### config.mk
export PLATFORM = sky130hd
export DESIGN_NAME = cpu_tick_ctrl
export DESIGN_NICKNAME = d
export VERILOG_FILES = /design/src/rtl/cpu_tick_ctrl.sv
export SDC_FILE = /design/constraint.sdc
export NUM_CORES = 1
export LEC_CHECK = 0
export CORE_MARGIN = 3
export CORE_UTILIZATION = 30
export DETAILED_ROUTE_END_ITERATION = 16
export GPL_ROUTABILITY_DRIVEN = 0
export GPL_TIMING_DRIVEN = 0
export PLACE_DENSITY = 0.46
export SLEW_MARGIN = 20
export SYNTH_ARGS = -nofsm -noshare
export SYNTH_HDL_FRONTEND = slang
export SYNTH_SLANG_ARGS = --single-unit
### constraint.sdc
create_clock -name clk -period 3.05 [get_ports clk]
set_input_delay 0.7625 -clock clk [delete_from_list [all_inputs] [get_ports clk]]
set_output_delay 0.7625 -clock clk [all_outputs]
set_load 0.05 [all_outputs]
### src/rtl/cpu_tick_ctrl.sv
// cpu_tick_ctrl
//   Clock-enable generator for the single-cycle MIPS data path. It produces a
//   one-cycle tick_o pulse at a runtime-selectable rate (RUN), on every cycle
//   (FAST), once per debounced pushbutton press (STEP), or never (HALT).
//
//   Optional feature: define CPU_TICK_CNT_EN to add the tick_cnt_o port, a
//   wrapping count of issued ticks that only reset clears.
//
// Ports
//   clk         in   system clock (PLL output)
//   reset       in   asynchronous active-low reset
//   mode_i      in   [1:0] 00 HALT, 01 RUN, 10 STEP, 11 FAST (asynchronous source)
//   rate_sel_i  in   [1:0] RUN divisor select, DIV0..DIV3 (asynchronous source)
//   step_btn_i  in   raw step pushbutton, active-high (asynchronous source)
//   tick_o      out  registered one-cycle enable pulse
//   running_o   out  registered, high while in RUN or FAST
//   tick_cnt_o  out  [CNT_W-1:0] issued-tick count (CPU_TICK_CNT_EN only)
//
// State table
//   state | meaning
//   HALT  | no ticks, divider held at 0
//   RUN   | divider counts, tick when cnt reaches div-1
//   STEP  | one tick per debounced button press
//   FAST  | tick on every cycle, divider held at 0
module cpu_tick_ctrl #(
  parameter int DIV_W        = 26,
  parameter int DIV0         = 10_000_000,
  parameter int DIV1         = 2_500_000,
  parameter int DIV2         = 250_000,
  parameter int DIV3         = 1,
  parameter int DEBOUNCE_CYC = 500_000,
  parameter int CNT_W        = 16
) (
  input  logic             clk,
  input  logic             reset,
  input  logic [1:0]       mode_i,
  input  logic [1:0]       rate_sel_i,
  input  logic             step_btn_i,
  output logic             tick_o,
  output logic             running_o
`ifdef CPU_TICK_CNT_EN
  ,
  output logic [CNT_W-1:0] tick_cnt_o
`endif
);

  // State encoding equals the mode_i encoding, so the synchronized mode is
  // directly the next state.
  localparam logic [1:0] ST_HALT = 2'b00;
  localparam logic [1:0] ST_RUN  = 2'b01;
  localparam logic [1:0] ST_STEP = 2'b10;
  localparam logic [1:0] ST_FAST = 2'b11;

  localparam int DB_W = (DEBOUNCE_CYC > 1) ? $clog2(DEBOUNCE_CYC) : 1;
  localparam logic [DB_W-1:0] DB_LAST = DB_W'(DEBOUNCE_CYC - 1);

  localparam logic [DIV_W-1:0] DIV0_M1 = DIV_W'(DIV0 - 1);
  localparam logic [DIV_W-1:0] DIV1_M1 = DIV_W'(DIV1 - 1);
  localparam logic [DIV_W-1:0] DIV2_M1 = DIV_W'(DIV2 - 1);
  localparam logic [DIV_W-1:0] DIV3_M1 = DIV_W'(DIV3 - 1);

  function automatic bit div_ok(input longint d);
    return (d >= 1) && (d < (longint'(1) << DIV_W));
  endfunction

  generate
    if (!div_ok(DIV0) || !div_ok(DIV1) || !div_ok(DIV2) || !div_ok(DIV3)) begin : g_bad_div
      $error("cpu_tick_ctrl: every DIVn must lie in 1 .. 2**DIV_W-1");
    end
    if (DEBOUNCE_CYC < 1) begin : g_bad_debounce
      $error("cpu_tick_ctrl: DEBOUNCE_CYC must be at least 1");
    end
    if (CNT_W < 1) begin : g_bad_cnt_w
      $error("cpu_tick_ctrl: CNT_W must be at least 1");
    end
  endgenerate

  // Synchronizers. The state register doubles as the second mode stage, so
  // a mode change takes effect two clocks after it reaches the pin.
  logic [1:0]       mode_meta;
  logic [1:0]       state;
  logic [1:0]       rate_meta;
  logic [1:0]       rate_sync;
  logic             btn_meta;
  logic             btn_sync;

  logic             btn_db;
  logic [DB_W-1:0]  db_cnt;
  logic             db_accept;
  logic             step_rise;

  logic [DIV_W-1:0] cnt;
  logic [DIV_W-1:0] div_m1;
  logic             transition;
  logic             run_hit;
  logic             tick_next;

  always_ff @(posedge clk or negedge reset) begin
    if (!reset) begin
      mode_meta <= ST_HALT;
      state     <= ST_HALT;
      rate_meta <= 2'd0;
      rate_sync <= 2'd0;
      btn_meta  <= 1'b0;
      btn_sync  <= 1'b0;
    end else begin
      mode_meta <= mode_i;
      state     <= mode_meta;
      rate_meta <= rate_sel_i;
      rate_sync <= rate_meta;
      btn_meta  <= step_btn_i;
      btn_sync  <= btn_meta;
    end
  end

  always_comb begin
    div_m1 = DIV0_M1;
    case (rate_sync)
      2'd0:    div_m1 = DIV0_M1;
      2'd1:    div_m1 = DIV1_M1;
      2'd2:    div_m1 = DIV2_M1;
      default: div_m1 = DIV3_M1;
    endcase
  end

  // The debounced level moves only after the synchronized button has
  // differed from it for DEBOUNCE_CYC consecutive cycles.
  assign db_accept = (btn_sync != btn_db) && (db_cnt == DB_LAST);
  assign step_rise = db_accept && btn_sync;

  always_ff @(posedge clk or negedge reset) begin
    if (!reset) begin
      btn_db <= 1'b0;
      db_cnt <= '0;
    end else if (btn_sync == btn_db) begin
      db_cnt <= '0;
    end else if (db_accept) begin
      btn_db <= btn_sync;
      db_cnt <= '0;
    end else begin
      db_cnt <= db_cnt + DB_W'(1);
    end
  end

  assign transition = (mode_meta != state);
  // ">=" rather than "==" so that shrinking the divisor below the current
  // count fires on the next cycle instead of wrapping the counter.
  assign run_hit    = (cnt >= div_m1);

  always_comb begin
    tick_next = 1'b0;
    case (state)
      ST_RUN:  tick_next = run_hit;
      ST_STEP: tick_next = step_rise;
      ST_FAST: tick_next = 1'b1;
      default: tick_next = 1'b0;
    endcase
  end

  always_ff @(posedge clk or negedge reset) begin
    if (!reset) begin
      cnt       <= '0;
      tick_o    <= 1'b0;
      running_o <= 1'b0;
    end else begin
      tick_o    <= tick_next;
      running_o <= (mode_meta == ST_RUN) || (mode_meta == ST_FAST);
      if (transition || (state != ST_RUN) || run_hit) begin
        cnt <= '0;
      end else begin
        cnt <= cnt + DIV_W'(1);
      end
    end
  end

`ifdef CPU_TICK_CNT_EN
  // Counts on the same edge that raises tick_o, so the value always
  // includes the pulse currently visible.
  always_ff @(posedge clk or negedge reset) begin
    if (!reset) begin
      tick_cnt_o <= '0;
    end else if (tick_next) begin
      tick_cnt_o <= tick_cnt_o + CNT_W'(1);
    end
  end
`endif

endmodule

# After elaboration in Yosys (flattened, before gate mapping)
# Cells that the tools add are included.
dict set report word_totals {
  regBits 58
  latch_bits 0
  ram_bits 0
  romBits 0
  inputBits 7
  out_inout_bits 2
  wordCells 39
  mem_count 0
}
dict set report classes {
  n_addsub 2
  mul 0
  n_div 0
  n_lt_le_gt_ge 1
  eq_ne 12
  n_shift 0
  n_mux 5
  bitwise_logic 1
  n_reduce_logical 7
}
# cell count
set ops {}
lappend ops {{$pmux W24 S3} 1}
lappend ops {{$mux W19} 2}
lappend ops {{$add A26 B1 Y26 const B} 1}
lappend ops {{$ge A26 B26 Y1} 1}
lappend ops {{$mux W26} 1}
lappend ops {{$add A19 B1 Y19 const B} 1}
lappend ops {{$eq A19 B19 Y1 const B} 1}
lappend ops {{$eq A2 B2 Y1 const B} 4}
lappend ops {{$eq A2 B1 Y1 const B} 3}
lappend ops {{$logic_or A1 B1 Y1} 3}
lappend ops {{$pmux W1 S3} 1}
lappend ops {{$logic_and A1 B1 Y1} 2}
lappend ops {{$logic_not A2 Y1} 1}
lappend ops {{$ne A2 B1 Y1 const B} 1}
lappend ops {{$ne A2 B2 Y1} 1}
lappend ops {{$reduce_and A2 Y1} 1}
lappend ops {{$eq A1 B1 Y1} 1}
lappend ops {{$ne A1 B1 Y1} 1}
lappend ops {{$not A1 Y1} 1}

# Depth between registers and ports, before layout
dict set report logic_depth {
  depth_word 5
  depth_mapped 10
  mapped_depth_nobuf 9
}

# Worst setup path before layout
# OpenSTA, ideal clock, no wires.
dict set report synth_path {
  path_type {reg2reg}
  from {register rate_sync[1]}
  to {register cnt[17]}
  setup_time_ps 83
  arrival_ps 2269
  t_required_ps 2967
  setup_slack_ps 698
  path_stages_with_launch 10
  n_path_buf 1
  period_less_slack_ps 2352
  cell_sequence {dfrtp_1 -> inv_1 -> ha_1 -> inv_1 -> ha_1 -> a211o_1 -> a2111oi_4 -> o2111ai_4 -> buf_6 -> nor3_2}
}
dict set report synth_via {
  elab_chain_cells 5
  elab_cells_between_ends 7
  classes_between {order compare (1); eq/ne (2); mux (2); reduce/logical (2)}
}
# item line
set synth_rtl {}
lappend synth_rtl {{start, declared} 83} ;# logic [1:0] rate_sync;
lappend synth_rtl {{start signal, assigned} 110} ;# rate_sync <= rate_meta;
lappend synth_rtl {{$eq A2 B2 Y1, or another cell as far along} 118} ;# case (rate_sync)
lappend synth_rtl {{$pmux W24 S3 (*)} 118}
lappend synth_rtl {{$ge A26 B26 Y1 (*)} 148} ;# assign run_hit = (cnt >= div_m1);
lappend synth_rtl {{$logic_or A1 B1 Y1 (*)} 168} ;# if (transition || (state != ST_RUN) || run_hit) begin
lappend synth_rtl {{$mux W26 (*)} 168}
lappend synth_rtl {{end signal, assigned} 171} ;# cnt <= cnt + DIV_W'(1);
lappend synth_rtl {{end, declared} 92} ;# logic [DIV_W-1:0] cnt;
# Mark *: on every way between the ends. The rest lies on a longest branch, timed or not.
# A chain may end at the register's enable or synchronous reset.

# Worst setup path in the final report
dict set report layout_path {
  from {register rate_sync[1]}
  to {register cnt[23]}
}
# Same word-level chain as after synthesis.

==> impl_results.md <==
* Int Pwr at about 1.3 mW
* Reg2Reg Setup Slack at 0.32 ns
* H-tree levels at 3
* Register area share after synthesis at 0.4496
* Critical Path Source: rate_sync[1]
* Final Hold Fails at 0
* DP Worst Slack at 0.2897 ns
* Pwr Total at between 1.5 and 2 mW
* DP HPWL at 4.499 mm
* Clk slew on worst S/H paths at 0.07 ns
* Leakage at around 1.5 nW
* Min cycle time layout at 2.728 ns
* FF-to-FF Start: rate_sync[1]
* M1 GR Usage at 0.1710
* # hold bufs at CTS at 0
* Antenna violations before repair at 0
* Crit path max-delay cell type: a211oi_1
* Via/cell ratio at 4.737
* Total routed wirelength at 6.217 mm
* Pin count of the biggest net entering global routing at 34
* Vias in the first global route at 2,137
* Area growth syn-to-layout at 15.00%
* Vias post-DR at 2,179
* Worst reg2reg path endpoint: cnt[23]
* Total global routing overflow at 0
* Area taken by multi-input logic gates at 1683 sq um
* First-pass GRT wire length at approximately 11 mm
* Sequential share of power at 0.469
* VDD IR max at ~0.23 mV
* Synth Cell Area at roughly 3200 sq um
* Post-DR wirelength/cell at 13.52 um
* Die X at 109.7 um
* Final worst slack at around 0.32 ns
* Syn Inst Count at 300
* Total CTS buffers at 9
* Root Driver: clkbuf_8
* GR met2 Demand/Resource at 0.1622
* Fillers at around 1,000
* Overall routing resource usage at 0.1177
* Share of layout cells above drive strength 1 at 0.1574
* P_sw at 391.7 uW
* Worst Max-Slew Pin Slew at about 0.86 ns
* DR DRC count at 0
* RSZ-0062 raised after global routing: no
* Antenna diode count at 0
* CP max stage delay at roughly 0.5 ns
* Final core utilization at 0.3564
* Post-CTS setup buffer count at 0
* Most frequent cells in the layout: dfrtp_1, nor2_1, xor2_1
* Number of distinct library cells after synthesis at 41
* CP top delay family: compound AO/OA/AOI/OAI gates
* Yosys warns at 0
* Net Sw Frac at 0.2318
* CP cell instances: inv_1 > ha_1 > inv_1 > ha_1 > nand4_1 > nor4b_1 > a211oi_1 > o2111ai_4 > buf_6 > nor3_2
* Synth Area per Inst at ~11 sq um
* GRT busiest layer: met1
* Critical path arrival at ~3.0 ns
* Fmax at roughly 370 MHz
* Clock tree buffer depth at 2
* Cell row count at 37
* Clock skew at approximately 0.011 ns
* Num ports at 9
* Status: finished, final reports clean
* IO buf count at 8
* CTS Sinks at 58
* Slew Viols, Final at 0
* Core footprint at 10,420 sq um
* Initial core utilization at 0.3099
* Post-CTS resize count at 0
* Hold WC Path Type: in -> async
* GR Util met3 at 0.03230
* Detailed Routing Iterations Pass 1 at 4
* Register Area at 1451 sq um
* Mapped Nets at 333
* DRT iter0 DRCs at 92
* R2R cell count at 10
* Critical Path RT at 3.31 ns
* Clk_lat worst skew at 0.34 ns
* Routed Antenna Nets at 0
* FFs w/ async S/R, synth at 1.000
* PwrDens at about 460 nW/um^2
* Final period util at 0.8944
* Max cap viols at 0
* Critical Path End Type: flop
* Startpoint types: flop
* Most used DFF post-synth: dfrtp_1
* CTS tree: built
* DIE AREA at 12,040 sq um
* Number of synthesized flops with an enable pin at 0
* Crit Path Category: reg -> reg
* Synthesized flop and latch total at 58
* Fin nets at 353
* Buffers and inverters on the worst path at 3
* Die Span Y at 109.7 um
* Crit Path Max Fanout at 10
* # setup viols final at 0
* Clock share of power at 0.466
* Commonest non-fill, non-tap cell in the layout: dfrtp_1
* Slew HR at 0.4224
* Combinational share of power at 0.065
## how the worst max path moves through the flow
stage	endpoint	cells after the start	slack, ns
detailed placement	cnt[14]	10	0.29
floorplan	cnt[17]	9	0.70
global placement	db_cnt[5]	1	-0.70
finish	cnt[23]	10	0.32
global route	cnt[19]	10	0.12
CTS	cnt[23]	10	0.28
## cells by family after synthesis
| family | share of synthesized area |
|---|---|
| DFF | 0.4496 |
| AOI/OAI and AO/OA | 0.05194 |
| xor gates and xnor gates | 0.1112 |
| buffers and inverters | 0.02907 |
| and+or+nand+nor | 0.2527 |
| other | 0.001162 |
| adders and majority gates | 0.1008 |
| muxes | 0.003488 |
## synthesized netlist by cell type, types with 4 or more instances
library cell	n	share of area
dfrtp_1	58	0.45
nor2_1	32	0.037
xor2_1	28	0.076
ha_1	26	0.10
nor3_2	20	0.062
nand2_1	16	0.019
nand3_1	15	0.023
nand4_1	13	0.025
xnor2_1	13	0.035
and3_1	9	0.017
inv_1	9	0.010
and4_1	7	0.019
nor3_1	7	0.011
a21oi_1	5	0.0078
clkbuf_1	4	0.0046
## power by group through the flow
| stage | Combinational (mW) | Clock [mW] | Sequential, mW |
|---|---|---|---|
| after floorplan | 0.0623 | 0 | 0.809 |
| after global placement | 0.109 | 0 | 0.806 |
| after detailed placement | 0.113 | 0 | 0.806 |
| final | 0.110 | 0.788 | 0.792 |
| after global routing | 0.124 | 0.850 | 0.793 |
| after CTS | 0.113 | 0.817 | 0.792 |
## flip-flops by register name, summed over array words and instances (netlist names)
| name | count |
|---|---|
| cnt | 26 |
| db_cnt | 19 |
| mode_meta | 2 |
| rate_meta | 2 |
| rate_sync | 2 |
| state | 2 |
| btn_db | 1 |
| btn_meta | 1 |
| btn_sync | 1 |
| running_o | 1 |
| tick_o | 1 |
## layer usage
metal	part of all wire	vias up	routed length, um
met5	0	-	0
met4	0.016	0	99
met3	0.031	10	193
met2	0.41	26	2575
met1	0.54	1045	3349
li1	-	1098	-
## per-stage QoR
step	cell area [sq um]	TNS [ns]	hold slack, ns	instances
after global placement	3478	-40.58	0.3334	444
after CTS	3712	0	0.3216	460
final	3712	0	0.3167	460
after floorplan	3228	0	0.3312	300
after global routing	3712	0	0.3328	460
after detailed placement	3496	0	0.3355	445
## area by class of cell
type / count / share of cell area
clock inverter: 5 / 0.02123
buffer: 10 / 0.01618
inverter: 9 / 0.009100
multi-input combinational: 223 / 0.4533
timing repair buffer: 9 / 0.02629
clock buffer: 10 / 0.03707
tap: 136 / 0.04584
sequential: 58 / 0.3910
(Power assumes the default switching activity.)
==> RTL change (same flow settings) <==
Remove the register `tick_o`: a continuous assignment takes its place, so the output `tick_o` follows one clock earlier. Comments in the files are not updated.
--- a/src/rtl/cpu_tick_ctrl.sv
+++ b/src/rtl/cpu_tick_ctrl.sv
@@ -161,8 +161,6 @@
     if (!reset) begin
       cnt       <= '0;
-      tick_o    <= 1'b0;
       running_o <= 1'b0;
     end else begin
-      tick_o    <= tick_next;
       running_o <= (mode_meta == ST_RUN) || (mode_meta == ST_FAST);
       if (transition || (state != ST_RUN) || run_hit) begin
@@ -173,4 +171,6 @@
     end
   end
+
+  assign tick_o = tick_next;
 
 `ifdef CPU_TICK_CNT_EN
Check against the original RTL: not equivalent (a bounded check fails within 4 cycles, from zero or initial values and one cycle with reset low).
==> RTL change against the original RTL <==
- the run now ends with setup timing left
- area after synthesis shrank 0.78%
- count of clock-buffer cells in the layout is the same
- die area shrank 0.73%
- register-to-register slack gained 0.19 ns
- setup slack lost 0.60 ns
- wire length grew 4.7%
- final cell count grew 1.3%
- non-clock buffer count grew 6
- power grew 1.9%
- synthesized cell count shrank 0.33%
- design area grew 4.8%
- fmax shrank 18%
- critical path depth is the same
- sequential cell count shrank 1
- critical endpoint is now tick_o
==> RTL change: results (changes against the original RTL) <==
RUN_STATUS='finished with violations'
VIOLATIONS='setup timing'
HP-CLASS='in -> async'
YOSYSWARNINGCOUNT=0  # unchanged
GRT_START_MAX_NET_PINS=39  # +15%
FIRST_PASS_ITERS=4  # unchanged
CLOCK_SKEW_NS=0.0144  # +0.00340 ns
SYNTH-ASYNC-RESET-RATIO_PCT=100  # unchanged
CTS.HOLD.BUFFERS_ADDED=0  # unchanged
FIN_WS_NS=-0.275  # -0.597 ns
TOTAL_VIA_COUNT_AFTER_DETAILED_ROUTING=2174  # -0.23%
WORST_PATH_LARGEST_CELL_DELAY_NS=0.39  # -0.10 ns
ANTENNA_CELLS=0  # unchanged
CLOCK_TREE.ROOT_CELL='sky130_fd_sc_hd__clkbuf_8'
SYNTHTOPCELLSBYAREA='sky130_fd_sc_hd__dfrtp_1, sky130_fd_sc_hd__ha_1, sky130_fd_sc_hd__xor2_1'
SYNTH-MAIN-FF-CELL='sky130_fd_sc_hd__dfrtp_1'
POST_SYNTH_MOST_FREQUENT_CELLS='sky130_fd_sc_hd__dfrtp_1, sky130_fd_sc_hd__nor2_1, sky130_fd_sc_hd__xor2_1'
DRT-INITIAL-DRC-COUNT=98  # +6.5%
SYNTH_FP_NETS=332  # -0.30%
DETAILED_PLACE.AREA_MM2=0.00350  # about the same
CRIT_PATH_MAX_FANOUT=3  # -7
FILLCELLCOUNT=1063  # +2.0%
FINAL_LAYOUT_SIZE_SUFFIX_GT1_SHARE_PCT=24.8  # +9.1 points
GRT_USE_TOTAL_PCT=12.3  # +0.56 points
FIRST_GLOBAL_VIAS=2282  # +6.8%
FINAL_NETS=358  # +1.4%
CRIT_SLOWEST_CELL='sky130_fd_sc_hd__dfrtp_2'
WORSTPATHARRIVAL_NS=2.56  # -0.43 ns
PLACED_CELLS_INCL_TAPS=444  # -0.22%
NUMPORTBUFFERS=8  # unchanged
SHARE_OF_THE_YOSYS_CHIP_AREA_BELONGING_TO_REGISTERS_PCT=44.5  # -0.43 points
GRT_ANTENNA_BEFORE_REPAIR=0  # unchanged
WORST_IR_DROP_VDD_mV=0.291  # +29%
ROUTED_VIA_COUNT_DIVIDED_BY_CELL_COUNT=4.67  # -1.5%
WIRE_LENGTH_OF_THE_FIRST_GLOBAL_ROUTING_PASS_MM=11.5  # +6.0%
CTS_HTREE_LEVELS=3  # unchanged
SYN-MEAN-INSTANCE-AREA_UM2=10.7  # -0.44%
POST_ROUTE_WL_MM=6.51  # +4.7%
UNIQUE_MASTERS_POST_SYNTH=41  # unchanged
CTS-BUFFERS-INSERTED=9  # unchanged
POWER.LEAKAGE_nW=1.57  # +1.3%
REPORT.FINAL.SETUP_VIOL=1  # +1
CLOCKBUFFERDEPTH=2  # unchanged
INSERTION_DELAY_NS=0.33
CLKTRANSATPATHREGS_NS=0.08
MAXSLEWHEADROOM_PCT=49.5  # +7.3 points
HPWLAFTERDP_MM=4.53  # +0.65%
PRE_CTS_WS_NS=-1.11  # -1.40 ns
BIGGESTREGSBYFLOPS='cnt (26), db_cnt (19)'
-- RTL change: cell count changes after synthesis, sizes merged --
cell,before,now
dfrtp,58,57
-- RTL change: worst max-delay path: cells and delay by family, from the launching register on --
kind,cells,cell delay (ns)
fa+ha+maj,2,0.52
compound gates,3,0.58
buf+inv,3,0.24
flops,1,0.39
simple gates,2,0.51
-- RTL change: power by group --
group	leakage, nW	switching, mW	total (mW)	internal, mW
combinational	0.693	0.0839	0.139	0.0548
clock	0.113	0.321	0.806	0.485
sequential	0.764	0.00834	0.776	0.767
-- RTL change: per-stage QoR --
stage	hold WS [ns]	TNS, ns
2_1_floorplan	0.331	-0.00876
3_3_place_gp	0.333	-38.77
3_5_place_dp	0.335	-1.11
4_1_cts	0.294	-0.394
5_1_grt	0.298	-0.393
6_report	0.299	-0.275
-- RTL change: cell type report --
type	count	area (um2)	share of cell area [%]
timing repair buffer	16	155	3.99
inverter	9	41.3	1.06
multi-input combinational	223	1820	46.7
sequential	57	1430	36.7
clock inverter	6	90.1	2.32
tap	136	170	4.38
clock buffer	10	138	3.54
buffer	9	48.8	1.25
-- RTL change: logic make-up (layout without fill, tap and decap cells) --
group,Yosys count,after routing,synth area share (%)
buf+inv,19,50,2.93
compound gates,19,19,5.23
mux,1,1,0.352
xor+xnor,41,41,11.2
flops,57,57,44.5
simple gates,135,135,25.5
fa+ha+maj,26,26,10.2
other cells,1,1,0.117
-- RTL change: worst paths after layout --
path	start	slack, ns	endpoint	cells after the start
max	rate_sync[0]$_DFF_PN0_	-0.28	tick_o	10
min	reset	0.30	cnt[21]$_DFF_PN0_	1
max reg2reg	rate_sync[1]$_DFF_PN0_	0.51	cnt[14]$_DFF_PN0_	11
min reg2reg	btn_meta$_DFF_PN0_	0.35	btn_sync$_DFF_PN0_	0
max in group asynchronous	reset	2.25	db_cnt[18]$_DFF_PN0_	2
min in group clk	btn_meta$_DFF_PN0_	0.35	btn_sync$_DFF_PN0_	0
-- RTL change: what timing repair did --
action	CTS	global route
gates resized for setup	25	8
setup endpoints to repair	1	1
buffers inserted	6	1
pin swaps	9	8
-- RTL change: metal layers --
| layer | track usage, % | share of wire [%] |
|---|---|---|
| met5 | 0 | 0 |
| met4 | 3.92 | 1.2 |
| met3 | 2.88 | 3.7 |
| met2 | 18.0 | 43 |
| met1 | 18.0 | 52 |
